==> src/rtl/arm7tdmi_fetch_if.sv <==
// rtl/arm7tdmi_fetch_if.sv - instruction memory request/response bundle
//
// Purpose: groups the word-fetch bus between arm7tdmi_fetch and instruction memory.
// Signals:
//   mem_req    fetch side -> memory  word read request
//   mem_addr   fetch side -> memory  word-aligned address, held until acked
//   mem_ack    memory -> fetch side  request accepted, mem_rdata valid this cycle
//   mem_rdata  memory -> fetch side  fetched little-endian word
// Modports: master = fetch unit, slave = instruction memory.

interface arm7tdmi_fetch_if;
    logic        mem_req;
    logic [31:0] mem_addr;
    logic        mem_ack;
    logic [31:0] mem_rdata;

    modport master (
        output mem_req,
        output mem_addr,
        input  mem_ack,
        input  mem_rdata
    );

    modport slave (
        input  mem_req,
        input  mem_addr,
        output mem_ack,
        output mem_rdata
    );
endinterface

==> src/rtl/arm7tdmi_fetch.sv <==
// rtl/arm7tdmi_fetch.sv - instruction fetch and prefetch queue for the decode stage
//
// Purpose: issues word reads to instruction memory, buffers returned words in a
// DEPTH-entry first-word-fall-through queue, and presents one ARM word or Thumb
// halfword per cycle to decode. Redirects to branch_target on flush.
// Ports:
//   clk, rst_n      clock, asynchronous active-low reset
//   mem             arm7tdmi_fetch_if.master, instruction memory bus
//   stall           decode cannot accept; hold the head instruction
//   flush           drop queued and in-flight data, redirect to branch_target
//   branch_target   redirect address, bit 0 ignored, bit 1 selects Thumb half
//   thumb_mode      1 = issue halfwords, 0 = issue words
//   instruction     head instruction (Thumb: zero-extended halfword)
//   pc_out          address of instruction
//   instr_valid     instruction/pc_out valid

module arm7tdmi_fetch #(
    parameter int          DEPTH    = 2,
    parameter logic [31:0] RESET_PC = 32'h0000_0000
) (
    input  logic                    clk,
    input  logic                    rst_n,
    arm7tdmi_fetch_if.master        mem,
    input  logic                    stall,
    input  logic                    flush,
    input  logic [31:0]             branch_target,
    input  logic                    thumb_mode,
    output logic [31:0]             instruction,
    output logic [31:0]             pc_out,
    output logic                    instr_valid
);

    localparam int          PW         = $clog2(DEPTH);
    localparam int          CW         = $clog2(DEPTH + 1);
    localparam logic [CW-1:0] DEPTH_C  = CW'(DEPTH);
    localparam logic [31:0] RESET_PC_W = RESET_PC & 32'hFFFF_FFFC;

    logic [31:0]   fetch_pc_q, fetch_pc_d;
    logic [31:0]   word_q [DEPTH];
    logic [31:0]   word_d [DEPTH];
    logic [31:0]   addr_q [DEPTH];
    logic [31:0]   addr_d [DEPTH];
    logic [PW-1:0] rd_ptr_q, rd_ptr_d;
    logic [PW-1:0] wr_ptr_q, wr_ptr_d;
    logic [CW-1:0] count_q, count_d;
    logic          half_sel_q, half_sel_d;

    logic          has_data;
    logic          can_req;
    logic          accept;
    logic          consume;
    logic          pop;
    logic [31:0]   head_word;
    logic [31:0]   head_addr;

    assign has_data  = (count_q != '0);
    // State updates use can_req without rst_n; flops are held in reset anyway,
    // and rst_n only gates the visible request so it drops asynchronously.
    assign can_req   = (count_q < DEPTH_C) && !flush;
    assign accept    = can_req && mem.mem_ack;
    assign head_word = word_q[rd_ptr_q];
    assign head_addr = addr_q[rd_ptr_q];

    assign mem.mem_req  = rst_n && can_req;
    assign mem.mem_addr = fetch_pc_q;
    assign instr_valid  = has_data && !flush;
    assign consume      = instr_valid && !stall;
    // A Thumb word is only released after its upper halfword has issued.
    assign pop          = consume && (!thumb_mode || half_sel_q);

    always_comb begin
        instruction = 32'h0;
        pc_out      = 32'h0;
        if (has_data) begin
            if (thumb_mode) begin
                instruction = {16'h0, half_sel_q ? head_word[31:16] : head_word[15:0]};
                pc_out      = head_addr | {30'b0, half_sel_q, 1'b0};
            end else begin
                instruction = head_word;
                pc_out      = head_addr;
            end
        end
    end

    always_comb begin
        fetch_pc_d = fetch_pc_q;
        word_d     = word_q;
        addr_d     = addr_q;
        rd_ptr_d   = rd_ptr_q;
        wr_ptr_d   = wr_ptr_q;
        count_d    = count_q;
        half_sel_d = half_sel_q;

        if (flush) begin
            // Any word acked this cycle is dropped by simply not enqueuing it.
            fetch_pc_d = {branch_target[31:2], 2'b00};
            rd_ptr_d   = '0;
            wr_ptr_d   = '0;
            count_d    = '0;
            half_sel_d = thumb_mode & branch_target[1];
        end else begin
            if (accept) begin
                word_d[wr_ptr_q] = mem.mem_rdata;
                addr_d[wr_ptr_q] = fetch_pc_q;
                wr_ptr_d         = wr_ptr_q + PW'(1);
                fetch_pc_d       = fetch_pc_q + 32'd4;
            end
            if (consume && thumb_mode) begin
                half_sel_d = !half_sel_q;
            end
            if (pop) begin
                rd_ptr_d = rd_ptr_q + PW'(1);
            end
            count_d = count_q + CW'(accept) - CW'(pop);
            if (!thumb_mode) begin
                half_sel_d = 1'b0;
            end
        end
    end

    always_ff @(posedge clk or negedge rst_n) begin
        if (!rst_n) begin
            fetch_pc_q <= RESET_PC_W;
            rd_ptr_q   <= '0;
            wr_ptr_q   <= '0;
            count_q    <= '0;
            half_sel_q <= 1'b0;
            for (int i = 0; i < DEPTH; i++) begin
                word_q[i] <= 32'h0;
                addr_q[i] <= 32'h0;
            end
        end else begin
            fetch_pc_q <= fetch_pc_d;
            rd_ptr_q   <= rd_ptr_d;
            wr_ptr_q   <= wr_ptr_d;
            count_q    <= count_d;
            half_sel_q <= half_sel_d;
            word_q     <= word_d;
            addr_q     <= addr_d;
        end
    end

endmodule
==> src/flat_wrapper.sv <==
// flat-port wrapper written by rule: the top's interface ports become plain ports
module arm7tdmi_fetch_flat 
#(
    parameter int          DEPTH    = 2,
    parameter logic [31:0] RESET_PC = 32'h0000_0000
)
  (clk, rst_n, stall, flush, branch_target, thumb_mode, instruction, pc_out, instr_valid, mem_mem_req, mem_mem_addr, mem_mem_ack, mem_mem_rdata);
  arm7tdmi_fetch_if mem_i ();
  input  logic clk;
  input  logic rst_n;
  input  logic stall;
  input  logic flush;
  input  logic [31:0] branch_target;
  input  logic thumb_mode;
  output logic [31:0] instruction;
  output logic [31:0] pc_out;
  output logic instr_valid;
  output wire logic [$bits(mem_i.mem_req)-1:0] mem_mem_req;
  output wire logic [$bits(mem_i.mem_addr)-1:0] mem_mem_addr;
  input wire logic [$bits(mem_i.mem_ack)-1:0] mem_mem_ack;
  input wire logic [$bits(mem_i.mem_rdata)-1:0] mem_mem_rdata;
  assign mem_mem_req = mem_i.mem_req;
  assign mem_mem_addr = mem_i.mem_addr;
  assign mem_i.mem_ack = mem_mem_ack;
  assign mem_i.mem_rdata = mem_mem_rdata;
  arm7tdmi_fetch #(.DEPTH(DEPTH), .RESET_PC(RESET_PC)) u_core (.clk(clk), .rst_n(rst_n), .mem(mem_i), .stall(stall), .flush(flush), .branch_target(branch_target), .thumb_mode(thumb_mode), .instruction(instruction), .pc_out(pc_out), .instr_valid(instr_valid));
endmodule
==> config.mk <==
export PLATFORM = sky130hd
export DESIGN_NAME = arm7tdmi_fetch_flat
export DESIGN_NICKNAME = d
export VERILOG_FILES = /design/src/rtl/arm7tdmi_fetch_if.sv /design/src/rtl/arm7tdmi_fetch.sv /design/src/flat_wrapper.sv
export SDC_FILE = /design/constraint.sdc
export NUM_CORES = 1
export LEC_CHECK = 0
export ABC_AREA = 1
export BUFFER_PORTS_ARGS = -buffer_cell sky130_fd_sc_hd__buf_2
export CORE_MARGIN = 4
export CORE_UTILIZATION = 59
export CTS_CLUSTER_DIAMETER = 60
export DETAILED_ROUTE_END_ITERATION = 8
export PLACE_DENSITY = 0.85
export SLEW_MARGIN = 20
export SYNTH_ARGS = -nofsm -noshare
export SYNTH_HDL_FRONTEND = slang
export SYNTH_SLANG_ARGS = --single-unit
==> constraint.sdc <==
create_clock -name clk -period 2.4 [get_ports clk]
set_input_delay 0.36 -clock clk [delete_from_list [all_inputs] [get_ports clk]]
set_output_delay 0.36 -clock clk [all_outputs]
set_load 0.05 [all_outputs]
* After elaboration in Yosys (flattened, before gate mapping)
Index checks and enable logic that the tools add are counted.
Cells by class: magnitude comparators 4, add/subtract/negate cells 5, eq/ne operators 1, reductions and logical operators 17, mux-type cells 25, bitwise gates (word level) 5
Operator list (count):
- 2-to-1 mux 32 bit | 13
- bitwise mux 64 bit | 2
- adder 32 x 3 -> 32 bit, second input constant | 1
- demux 32 bit (select 1 bit) | 1
- bitwise OR 32 x 2 -> 32 bit | 1
- 2-to-1 mux 16 bit | 1
- logical AND 1 bit | 8
- 2-to-1 mux 1 bit | 7
- nonzero test 2 bit | 3
- >= comparator 2 bit, second input constant | 2
- logical NOT 1 bit | 4
- NOT 1 -> 2 bit | 2
- != test 3 x 2 -> 1 bit, second input constant | 1
- adder 1 bit, second input constant | 2
- adder 2 x 1 -> 2 bit | 1
- less-than comparator 2 x 1 -> 1 bit, second input constant | 1
- less-than comparator 2 bit, second input constant | 1
- 2-to-1 mux 2 bit | 1
- AND reduction 2 bit | 1
- subtractor 2 x 1 -> 2 bit | 1
- AND 1 bit | 1
- logical OR 1 bit | 1
- NOT 1 bit | 1
Storage, ports and cells: input bits 70, bits in registers 165, logic and storage cells 66, output and inout port bits 98

* Logic depth before layout (Yosys ltp)
Gate-level depths: netlist of run 1.
depth in word-level cells 7, mapped depth 10, mapped depth without buffers 10

* Worst setup path before layout of run 1
Ideal clock, no wire load.
path kind reg2out, start register u_core.count_q[1], end output instruction[10], setup slack -0.433 ns, arrival time 2.473 ns, stages on the path, launching flop included 6, path buffers 1, cell sequence dfrtp_1 nor2_2 nor2_1 inv_1 buf_2 o32ai_1
On the way: word-level cells in the longest chain between the ends 2
Ends and longest elaborated chain:
- from (decl) | RTL line arm7tdmi_fetch.sv:45 | logic [CW-1:0] count_q, count_d;
- from (signal assigned) | RTL line arm7tdmi_fetch.sv:136 | count_q <= count_d;
- nonzero test 2 bit | RTL line arm7tdmi_fetch.sv:56 | assign has_data = (count_q != '0);
- 2-to-1 mux 32 bit | RTL line arm7tdmi_fetch.sv:74 | if (has_data) begin
- to (decl) | RTL line flat_wrapper.sv:15 | output logic [31:0] instruction;
No other way between the ends.

* Worst setup path in the final report of run 1
start register u_core.rd_ptr_q, end output instruction[15]
On the way: word-level cells in the longest chain between the ends 7
Ends and longest elaborated chain:
- from (decl) | RTL line arm7tdmi_fetch.sv:43 | logic [PW-1:0] rd_ptr_q, rd_ptr_d;
- from (signal assigned) | RTL line arm7tdmi_fetch.sv:134 | rd_ptr_q <= rd_ptr_d;
- NOT 1 -> 2 bit (not written as such) (*) | RTL line arm7tdmi_fetch.sv:61 | assign head_word = word_q[rd_ptr_q];
- 2-to-1 mux 32 bit (not written as such) (*) (3 in series) | RTL line arm7tdmi_fetch.sv:61
- 2-to-1 mux 16 bit | RTL line arm7tdmi_fetch.sv:76 | instruction = {16'h0, half_sel_q ? head_word[31:16] : head_word[15:0]};
- 2-to-1 mux 32 bit (*) | RTL line arm7tdmi_fetch.sv:75 | if (thumb_mode) begin
- 2-to-1 mux 32 bit (*) | RTL line arm7tdmi_fetch.sv:74
Mark *: on every way between the ends. The rest lies on a longest branch, timed or not. The select of a mux whose other input is x is not followed.

==> run metrics, run 1 <==
root buffer cell=clkbuf_16; clock sinks=159; Slew Limit Fails=0; post-layout min period=2.35 ns; distinct cell type count after synthesis=39; period utilisation layout=97.8%; gr usage total=27.9%; Leak=0.00491 uW; via count=7526; Clock Skews=0.00509 ns; Main synth FF type=dfrtp_1; DRT iter0 DRCs=1026; Combinational Power Share=28.7%; nets@finish=1241; Fin. Hold Viols=0; Net Switching=3620 uW; Fin Setup TNS=0 ns; 1st-pass router iterations=5; critical path class=reg -> out; Slew headroom=43.7%; Worst setup SP type=flip-flop; grt met3 use=6.09%; number of global-route vias before repair=7244; initial antenna violation count=0; maxcap violations=0; Synth-to-Final Area Change=20.8%; Die ar.=15500 um^2; register bit total from synthesis=159; Data arrival, critical path=1.99 ns; Clock transition at path regs=0.06 ns; final WL=21.7 mm; worst reg2reg setup slack=0.40 ns; Area after DPL=9010 um^2; drt drc=0; Core Area=13300 um^2; top cell type's share of synthesized area=49.5%; Synth area leader=dfrtp_1; Clock power frac=31.2%; Hold WC Path Type=in -> async; global-route track usage on met2=44.0%; Net Sw Frac=36.5%; RSZ-0062 raised after global routing=false; H-tree depth=4; Port Buf Inserts=163; HPWL after DPL=14.6 mm; share of layout cells above drive strength 1=21.1%; Reg2Reg Depth=10; post-DR vias/cell=5.54; sequential share of power=40.1%; global routing usage on met1=37.5%; clock buffer depth=2; R2R Path Start=u_core.count_q[1]$_DFF_PN0_; IO Count=168; commonest non-fill, non-tap cell in the layout=nand2_1; number of synthesized flops with an enable pin=0; gr ovfl total=0; cell area after synthesis=8030 um^2; hold buffer count at cts=0; synthesized instance count=1024; crit end category=output port; wire per inst=16.0 um; largest net degree at the start of global routing=160; remaining antenna violation count=0; critical-path maximum fanout=24; Worst Max-Slew Pin Slew=0.845 ns; reg2reg end=u_core.count_q[1]$_DFF_PN0_; worst endpoint required time=2.04 ns; gr busiest metal=met2; TritonCTS buffer count=17; syn avg cell area=7.84 um^2; Clock Latency Late Sink=0.43 ns; Async SR Flop Fraction=100%; top cells by area, synth=dfrtp_1 (50%), nand2_1 (15%), o21ai_1 (6.8%); sequential area share after synthesis=49.5%; GPL Wtd Cong=0.970; worst vdd rail ir drop=493 uV; pwr/cell area=1020 nW/um^2; CTS tree=built; initial core utilization=60.4%; status=complete, no violations; setup violators final=0; design area=9700 um^2; DIE WIDTH=125 um; Fmax achieved=0.426 GHz; total chip power=9910 uW; Die H=125 um; Int Power=6300 uW; Yosys warnings=0; commonest cells after routing, fill and taps aside=nand2_1 (316), buf_2 (160), dfrtp_1 (157); first-pass GRT wire length=35.3 mm; num rows=42
==> cell type report <==
cell class,instances,area (um^2)
tap,176,220
fill,1030,3590
clock buffer,18,439
inverter,83,317
timing repair buffer,181,1040
antenna,1,2.50
clock inverter,14,236
sequential,159,3980
multi-input combinational,726,3470
==> through the flow <==
step / setup WS (ns) / cells / hold slack [ns] / utilization [%]
finish: 0.0524 / 1358 / 0.0665 / 73.0
global route: 0.00523 / 1357 / 0.163 / 72.9
CTS: 0.0529 / 1357 / 0.145 / 72.9
detailed placement: 0.395 / 1325 / 0.473 / 67.8
global placement: 0.415 / 1325 / 0.465 / 67.8
floorplan: 0.0216 / 1026 / 0.0644 / -
==> power by group through the flow <==
stage | clock network, uW | logic, uW | registers, uW
detailed placement | 0 | 2830 | 3980
finish | 3090 | 2840 | 3980
global placement | 0 | 2750 | 3950
floorplan | 0 | 1940 | 4110
CTS | 3110 | 2850 | 3950
global route | 3230 | 3130 | 4060
==> how the worst max path moves through the flow <==
stage | start | end | slack (ns)
detailed placement | flush | u_core.addr_q[27]$_DFFE_PN0P_ | 0.40
finish | u_core.rd_ptr_q$_DFFE_PN0P_ | instruction[15] | 0.05
CTS | u_core.rd_ptr_q$_DFFE_PN0P_ | instruction[12] | 0.05
global route | u_core.rd_ptr_q$_DFFE_PN0P_ | instruction[1] | 0.005
floorplan | u_core.rd_ptr_q$_DFFE_PN0P_ | instruction[4] | 0.02
global placement | u_core.count_q[1]$_DFF_PN0_ | instruction[30] | 0.41
==> sequential cells by signal (all words and copies together), names as in the netlist <==
signal,flops
u_core.rd_ptr_q,1
u_core.wr_ptr_q,1
u_core.half_sel_q,1
u_core.word_q,64
u_core.count_q,2
u_core.addr_q,60
u_core.mem.mem_addr,30
==> Yosys cell counts (14+ instances only) <==
master    instances
mux2i_1          16
dfrtp_1         159
buf_2            16
o32ai_1          16
nand2_1         316
o21ai_0          23
nand3_1          39
inv_1            78
o21ai_1         109
nor2_1          116
clkbuf_1         17
buf_6            14
a21oi_1          38
==> timing repair <==
action	in CTS	in global routing
gates resized for setup	1	4
endpoints found under the setup margin	16	3
setup buffers	0	0
endpoints found under the hold margin	0	0
==> layer usage <==
| metal | part of all wire (%) | wire length, um |
|---|---|---|
| met1 | 41 | 8880 |
| met2 | 47 | 10200 |
| met3 | 9.3 | 2020 |
| met4 | 2.9 | 638 |
| met5 | 0 | 0 |
==> worst max-delay path, stage by stage (launching register included) <==
cell     delay, ns
dfrtp_2       0.56
buf_12        0.23
mux2i_1       0.38
o32ai_2       0.14
buf_2         0.23
==> cells by family after synthesis <==
family	share of synthesized area, %
AOI/OAI and AO/OA	14.6
xor gates and xnor gates	0.327
adders and majority gates	0.467
buffers and inverters	8.40
DFF	49.5
muxes	1.99
other	0.0467
and+or+nand+nor	24.6
Note: power is estimated with default switching activity, not from simulation.
==> inputs of run 2 (changes only) <==
- ABC_CLOCK_PERIOD_IN_PS: not set -> 2400
- CORE_UTILIZATION: 59 -> 60
- CTS_BUF_LIST: not set -> sky130_fd_sc_hd__clkbuf_8
- PLACE_DENSITY: 0.85 -> 0.86
==> run 2 against run 1 <==
The run now ends with hold timing left. Wire length down 2.8%. Sequential share of layout area grew 0.90 points. Setup slack worse by 0.012 ns. First-iteration DRC count decreased by 25%. Core utilization decreased by 1.0 points. Cell count down 0.29%. Clock power decreased by 28%. Power fell by 9.0%. Design area decreased by 2.2%. Combinational power barely moved. Flip-flop and latch count stayed put. Critical path depth is the same.
==> run metrics, run 2 (synthesized netlist as in run 1, its figures left out) <==
status=finished, violations left; violated checks=hold timing; largest net degree at the start of global routing=160 (unchanged); Slew headroom=38.5% (-5.2 points); Largest Register=u_core.word_q; root buffer cell=clkbuf_8; Die H=124 um (-0.79%); Hold WS=-0.0465 ns (-0.113 ns); maxcap violations=0 (unchanged); sequential share of power=44.0% (+3.9 points); IO Count=168 (unchanged); Fin. Hold Viols=12 (+12); Clock Skews=0.00937 ns (+0.00428 ns); number of global-route vias before repair=6820 (-5.9%); first-pass GRT wire length=33.6 mm (-5.0%); wire per inst=15.6 um (-2.5%); DIE WIDTH=124 um (-0.79%); Port Buf Inserts=163 (unchanged); commonest non-fill, non-tap cell in the layout=nand2_1; Core Area=13200 um^2 (-0.79%); commonest cells after routing, fill and taps aside=nand2_1 (316), buf_2 (157), dfrtp_1 (157); critical-path maximum fanout=42 (+75%); Net Sw Frac=38.5% (+2.0 points); gr ovfl total=0 (unchanged); Hold WC Path Type=in -> async; hold buffer count at cts=0 (unchanged); Int Power=5550 uW (-12%); worst vdd rail ir drop=713 uV (+45%); setup violators final=0 (unchanged); Final Util=72.0% (-1.0 points); via count=7518 (-0.11%); Clock Latency Late Sink=0.46 ns (+0.03 ns); share of layout cells above drive strength 1=20.9% (-0.20 points); Combinational Power Share=31.5% (+2.8 points); max reg flops=64 (unchanged); Data arrival, critical path=2.00 ns (about the same); Fmax achieved=0.424 GHz (-0.52%); GPL Wtd Cong=0.942 (-2.9%); DRT iter0 DRCs=765 (-25%); drt drc=0 (unchanged); RSZ-0062 raised after global routing=false; remaining antenna violation count=0 (unchanged); nets@finish=1238 (-0.24%); final WL=21.1 mm (-2.8%); initial antenna violation count=1 (+1); Clock transition at path regs=0.08 ns (+0.02 ns); CTS tree=built; Die ar.=15300 um^2 (-1.6%); clock sinks=159 (unchanged); Worst setup SP type=flip-flop; HPWL after DPL=14.5 mm (-0.46%); period utilisation layout=98.3% (+0.51 points); Worst Max-Slew Pin Slew=0.923 ns (+0.0784 ns); clock buffer depth=2 (unchanged); Reg2Reg Depth=10 (unchanged); Net Switching=3470 uW (-4.0%); Fin Setup TNS=0 ns (unchanged); Synth-to-Final Area Change=18.2%; TritonCTS buffer count=17 (unchanged); pwr/cell area=951 nW/um^2 (-7.0%); post-DR vias/cell=5.55 (+0.19%); num rows=42 (unchanged); worst endpoint required time=2.04 ns (about the same); gr usage total=28.2% (+0.26 points); crit end category=output port; critical path class=reg -> out; Leak=0.00483 uW (-1.8%); post-layout min period=2.36 ns (+0.0123 ns); Clock power frac=24.5% (-6.7 points); n_diodes=0 (-1); initial core utilization=60.9% (+0.48 points); Slew Limit Fails=0 (unchanged); 1st-pass router iterations=8 (+3); H-tree depth=4 (unchanged)
==> run 2: changes by cell type in the layout (fill, tap and decap cells not counted), moves of 3 or more <==
cell | before | now
clkbuf_4 | 2 | 5
buf_2 | 160 | 157
buf_4 | 12 | 7
clkbuf_8 | 1 | 21
clkbuf_16 | 17 | 0
==> run 2: worst max-delay path: stages (launching register included) <==
cell,delay [ns]
dfrtp_2,0.43
buf_12,0.26
mux2i_1,0.44
o32ai_2,0.15
buf_2,0.24
==> run 2: layout make-up <==
class                      instances  area, um^2
sequential                       159        3980
timing repair buffer             178        1050
inverter                          83         323
clock inverter                    11         161
fill                            1048        3700
tap                              176         220
clock buffer                      21         289
multi-input combinational        726        3470
==> run 2: metal layers <==
metal,part of all wire (%),GRT usage [%],vias up,wire length (um)
li1,-,-,3582,-
met1,41,38.6,3542,8750
met2,48,44.6,352,10000
met3,8.9,6.77,40,1880
met4,1.9,8.86,2,402
met5,0.052,0,-,11
==> run 2: power groups by stage <==
| stage | sequential (uW) | clock (uW) | combinational [uW] |
|---|---|---|---|
| finish | 3970 | 2210 | 2840 |
| global route | 4070 | 2340 | 3130 |
| CTS | 3950 | 2230 | 2850 |
| detailed placement | 3990 | 0 | 2830 |
| global placement | 3940 | 0 | 2760 |
| floorplan | 4110 | 0 | 1940 |
==> run 2: through the flow <==
step	power, uW	std cells	instance area, um^2	worst slack [ns]
2_1_floorplan	6040	1026	8120	0.0216
3_3_place_gp	6700	1321	8990	0.397
3_5_place_dp	6820	1321	8990	0.356
4_1_cts	9030	1354	9470	0.0103
5_1_grt	9540	1354	9490	0.0301
6_report	9020	1354	9490	0.0402
==> run 2: what timing repair did <==
item | in CTS | in global routing
endpoints found under the setup margin | 32 | 19
gates resized for setup | 3 | 8
setup buffers | 1 | 0
==> run 2: worst paths after layout <==
path	startpoint	endpoint	slack, ns
min in group clk	branch_target[16]	u_core.mem.mem_addr[16]$_DFFE_PN0N_	0.13
worst max register to register	u_core.mem.mem_addr[3]$_DFFE_PN0N_	u_core.mem.mem_addr[26]$_DFFE_PN0N_	0.51
worst min register to register	u_core.addr_q[34]$_DFFE_PN0P_	u_core.addr_q[34]$_DFFE_PN0P_	0.49
worst max-delay path	u_core.rd_ptr_q$_DFFE_PN0P_	instruction[14]	0.04
worst min-delay path	rst_n	u_core.addr_q[28]$_DFFE_PN0P_	-0.05
max in group asynchronous	rst_n	u_core.mem.mem_addr[23]$_DFFE_PN0N_	1.70
==> inputs of run 3 (changes only) <==
- ABC_AREA: 1 -> not set
- PLACE_DENSITY: 0.86 -> 0.87
==> run 3 against run 2 <==
The flow now finishes without violations. Worst hold slack better by 0.11 ns. First-iteration DRC count is 57% lower. Critical path depth is 2 higher. Design area is 1.9% lower. Synthesized cell count is 36% lower. Highest routed layer is now met4. Core utilization is 1.8 points higher. Via count is 22% lower. Setup slack better by 0.081 ns. Sequential power is 3% higher.
==> run metrics, run 3 <==
share of layout cells above drive strength 1=41.8% (+21 points); clock sinks=159 (unchanged); via count=5880 (-22%); Reg2Reg Depth=4 (-6); Synth area leader=dfrtp_1; final WL=18.5 mm (-12%); Clock Latency Late Sink=0.45 ns (about the same); nets@finish=893 (-28%); CTS tree=built; WP buf/inv=3 (+1); Clock transition at path regs=0.08 ns (about the same); critical path class=reg -> out; max reg flops=64 (unchanged); 1st-pass router iterations=5 (-3); Final Util=73.8% (+1.8 points); count leader, synth=dfrtp_1; most frequent cells after synthesis=dfrtp_1 (159), mux2_2 (120), nor2_1 (69); Yosys warnings=0 (unchanged); pwr/cell area=1000 nW/um^2 (+5.3%); RSZ-0062 raised after global routing=false; Worst Max-Slew Pin Slew=0.819 ns (-0.104 ns); Clock Skews=0.0113 ns (+0.00189 ns); design area=9310 um^2 (-1.9%); num rows=41 (-2.4%); R2R Path Start=u_core.mem.mem_addr[16]$_DFFE_PN0N_; gr ovfl total=0 (unchanged); DRT iter0 DRCs=326 (-57%); commonest non-fill, non-tap cell in the layout=buf_2; worst endpoint required time=2.04 ns (about the same); maxcap violations=0 (unchanged); Fillers=889 (-15%); post-DR vias/cell=5.85 (+5.4%); TritonCTS buffer count=17 (unchanged); register bit total from synthesis=159 (unchanged); GPL Wtd Cong=0.871 (-7.6%); Fin. Hold Viols=0 (-12); post-layout min period=2.28 ns (-0.0807 ns); H-tree depth=4 (unchanged); number of synthesized flops with an enable pin=0 (unchanged); Area after DPL=8810 um^2 (-2.0%); top cell type's share of synthesized area=51.5% (+1.9 points); total chip power=9320 uW (+3.3%); Port Buf Inserts=163 (unchanged); reg2reg end=u_core.mem.mem_addr[31]$_DFFE_PN0N_; top cells by area, synth=dfrtp_1 (51%), mux2_2 (17%), mux2i_1 (8.2%); Main synth FF type=dfrtp_1; synthesized instance count=657 (-36%); worst vdd rail ir drop=608 uV (-15%); cell area after synthesis=7730 um^2 (-3.8%); initial core utilization=61.2% (+0.34 points); number of global-route vias before repair=6058 (-11%); remaining antenna violation count=0 (unchanged); root buffer cell=clkbuf_8; CP Cell Sequence=buf_4 -> nor2_4 -> a21o_1 -> buf_4 -> o22ai_1 -> buf_2; setup violators final=0 (unchanged); Fmax achieved=0.439 GHz (+3.5%); n_diodes=0 (unchanged); Data arrival, critical path=1.92 ns (-0.08 ns); crit end category=output port; distinct cell type count after synthesis=49 (+26%); wire per inst=18.4 um (+18%); Crit-path slowest cell=dfrtp_1; hold buffer count at cts=0 (unchanged); worst reg2reg setup slack=0.20 ns (-0.31 ns); Leak=0.00411 uW (-15%); clock buffer depth=2 (unchanged); HPWL after DPL=12.7 mm (-13%); Hold WC Path Type=in -> async; Die H=121 um (-1.8%); Slew Limit Fails=0 (unchanged); Async SR Flop Fraction=100% (unchanged); period utilisation layout=95.0% (-3.4 points); CP peak stage delay=0.40 ns (-0.04 ns); syn avg cell area=11.8 um^2 (+50%); Worst setup SP type=flip-flop; initial antenna violation count=0 (-1); drt drc=0 (unchanged); IO Count=168 (unchanged); Die ar.=14800 um^2 (-3.5%); critical-path maximum fanout=16 (-62%); Largest Register=u_core.word_q; Fin Setup TNS=0 ns (unchanged); first-pass GRT wire length=30.1 mm (-10%); sequential area share after synthesis=51.5% (+1.9 points); most used cell, CP=buf_4; DIE WIDTH=121 um (-1.8%); delay-heaviest family, CP=buffers and inverters; status=complete, no violations; largest net degree at the start of global routing=160 (unchanged); Slew headroom=45.4% (+6.9 points); commonest cells after routing, fill and taps aside=buf_2 (162), dfrtp_1 (158), mux2_2 (120); Core Area=12600 um^2 (-4.3%); Synth-to-Final Area Change=20.5%; gr usage total=26.1% (-2.1 points)
[run 3: changes by cell type after synthesis, moves of 14 or more]
cell,change
a21oi_1,-37
a31oi_1,+14
buf_6,-14
inv_1,-70
mux2_2,+120
mux2i_1,+47
nand2_1,-290
nand3_1,-29
nor2_1,-47
o21ai_1,-109
o22ai_1,+14
o32ai_1,-16
or4_1,+15
[run 3: layer usage]
layer	vias to the layer above	part of all wire, %	track usage [%]	routed length, um
li1	2712	-	-	-
met1	2903	41	32.5	7520
met2	235	51	44.1	9350
met3	30	7.0	6.62	1290
met4	0	1.9	9.45	352
met5	-	0	0	0
[run 3: final cells by class]
| type | count | area, um^2 | share of cell area [%] |
|---|---|---|---|
| multi-input combinational | 445 | 3540 | 38.1 |
| inverter | 8 | 30.0 | 0.322 |
| clock buffer | 20 | 275 | 2.96 |
| sequential | 159 | 3980 | 42.8 |
| clock inverter | 12 | 168 | 1.80 |
| timing repair buffer | 189 | 1100 | 11.8 |
| tap | 172 | 215 | 2.31 |
[run 3: logic make-up (layout without fill, tap and decap cells)]
family	Yosys count	in the layout	share of synthesized area [%]
mux	187	187	26.2
simple gates	168	168	11.1
flops	159	159	51.5
compound gates	70	70	5.94
buf+inv	55	229	3.09
xor+xnor	14	14	1.59
fa+ha+maj	3	3	0.486
other cells	1	3	0.0485
[run 3: report_power, final]
group / switching, uW / internal [uW] / leakage (uW) / total (uW)
Clock: 940 / 1200 / 0.000225 / 2140
Combinational: 1820 / 1250 / 0.00200 / 3070
Sequential: 542 / 3560 / 0.00188 / 4100
Total: 3300 / 6010 / 0.00411 / 9320
[run 3: through the flow]
| stage | setup slack, ns | hold slack, ns | std cells |
|---|---|---|---|
| after floorplan | 0.00955 | 0.0644 | 659 |
| after global placement | 0.222 | 0.466 | 969 |
| after detailed placement | 0.107 | 0.474 | 969 |
| after CTS | 0.0296 | 0.100 | 1005 |
| after global routing | 0.0280 | 0.0868 | 1005 |
| final | 0.121 | 0.0616 | 1005 |
[run 3: what timing repair did]
item	in CTS	in global routing
buffers inserted	4	0
gates cloned	0	0
hold endpoints to repair	0	0
endpoints found under the setup margin	7	29
resized for setup	2	2
[run 3: worst max-delay path by stage]
| stage | cells past startpoint | endpoint | slack [ns] | start |
|---|---|---|---|---|
| 2_1_floorplan | 4 | instruction[10] | 0.01 | u_core.rd_ptr_q$_DFFE_PN0P_ |
| 3_3_place_gp | 4 | u_core.mem.mem_addr[23]$_DFFE_PN0N_ | 0.22 | u_core.mem.mem_addr[9]$_DFFE_PN0N_ |
| 3_5_place_dp | 4 | u_core.mem.mem_addr[23]$_DFFE_PN0N_ | 0.11 | u_core.mem.mem_addr[9]$_DFFE_PN0N_ |
| 4_1_cts | 6 | instruction[3] | 0.03 | u_core.count_q[1]$_DFF_PN0_ |
| 5_1_grt | 6 | instruction[15] | 0.03 | u_core.count_q[1]$_DFF_PN0_ |
| 6_report | 6 | instruction[12] | 0.12 | u_core.count_q[1]$_DFF_PN0_ |
[run 3: worst reg2reg max path, stage by stage, from the launching register on]
cell and delay, ns:
dfrtp_1 0.51, nand3_1 0.24, or4_1 0.68, or4_1 0.52
a31oi_1 0.18
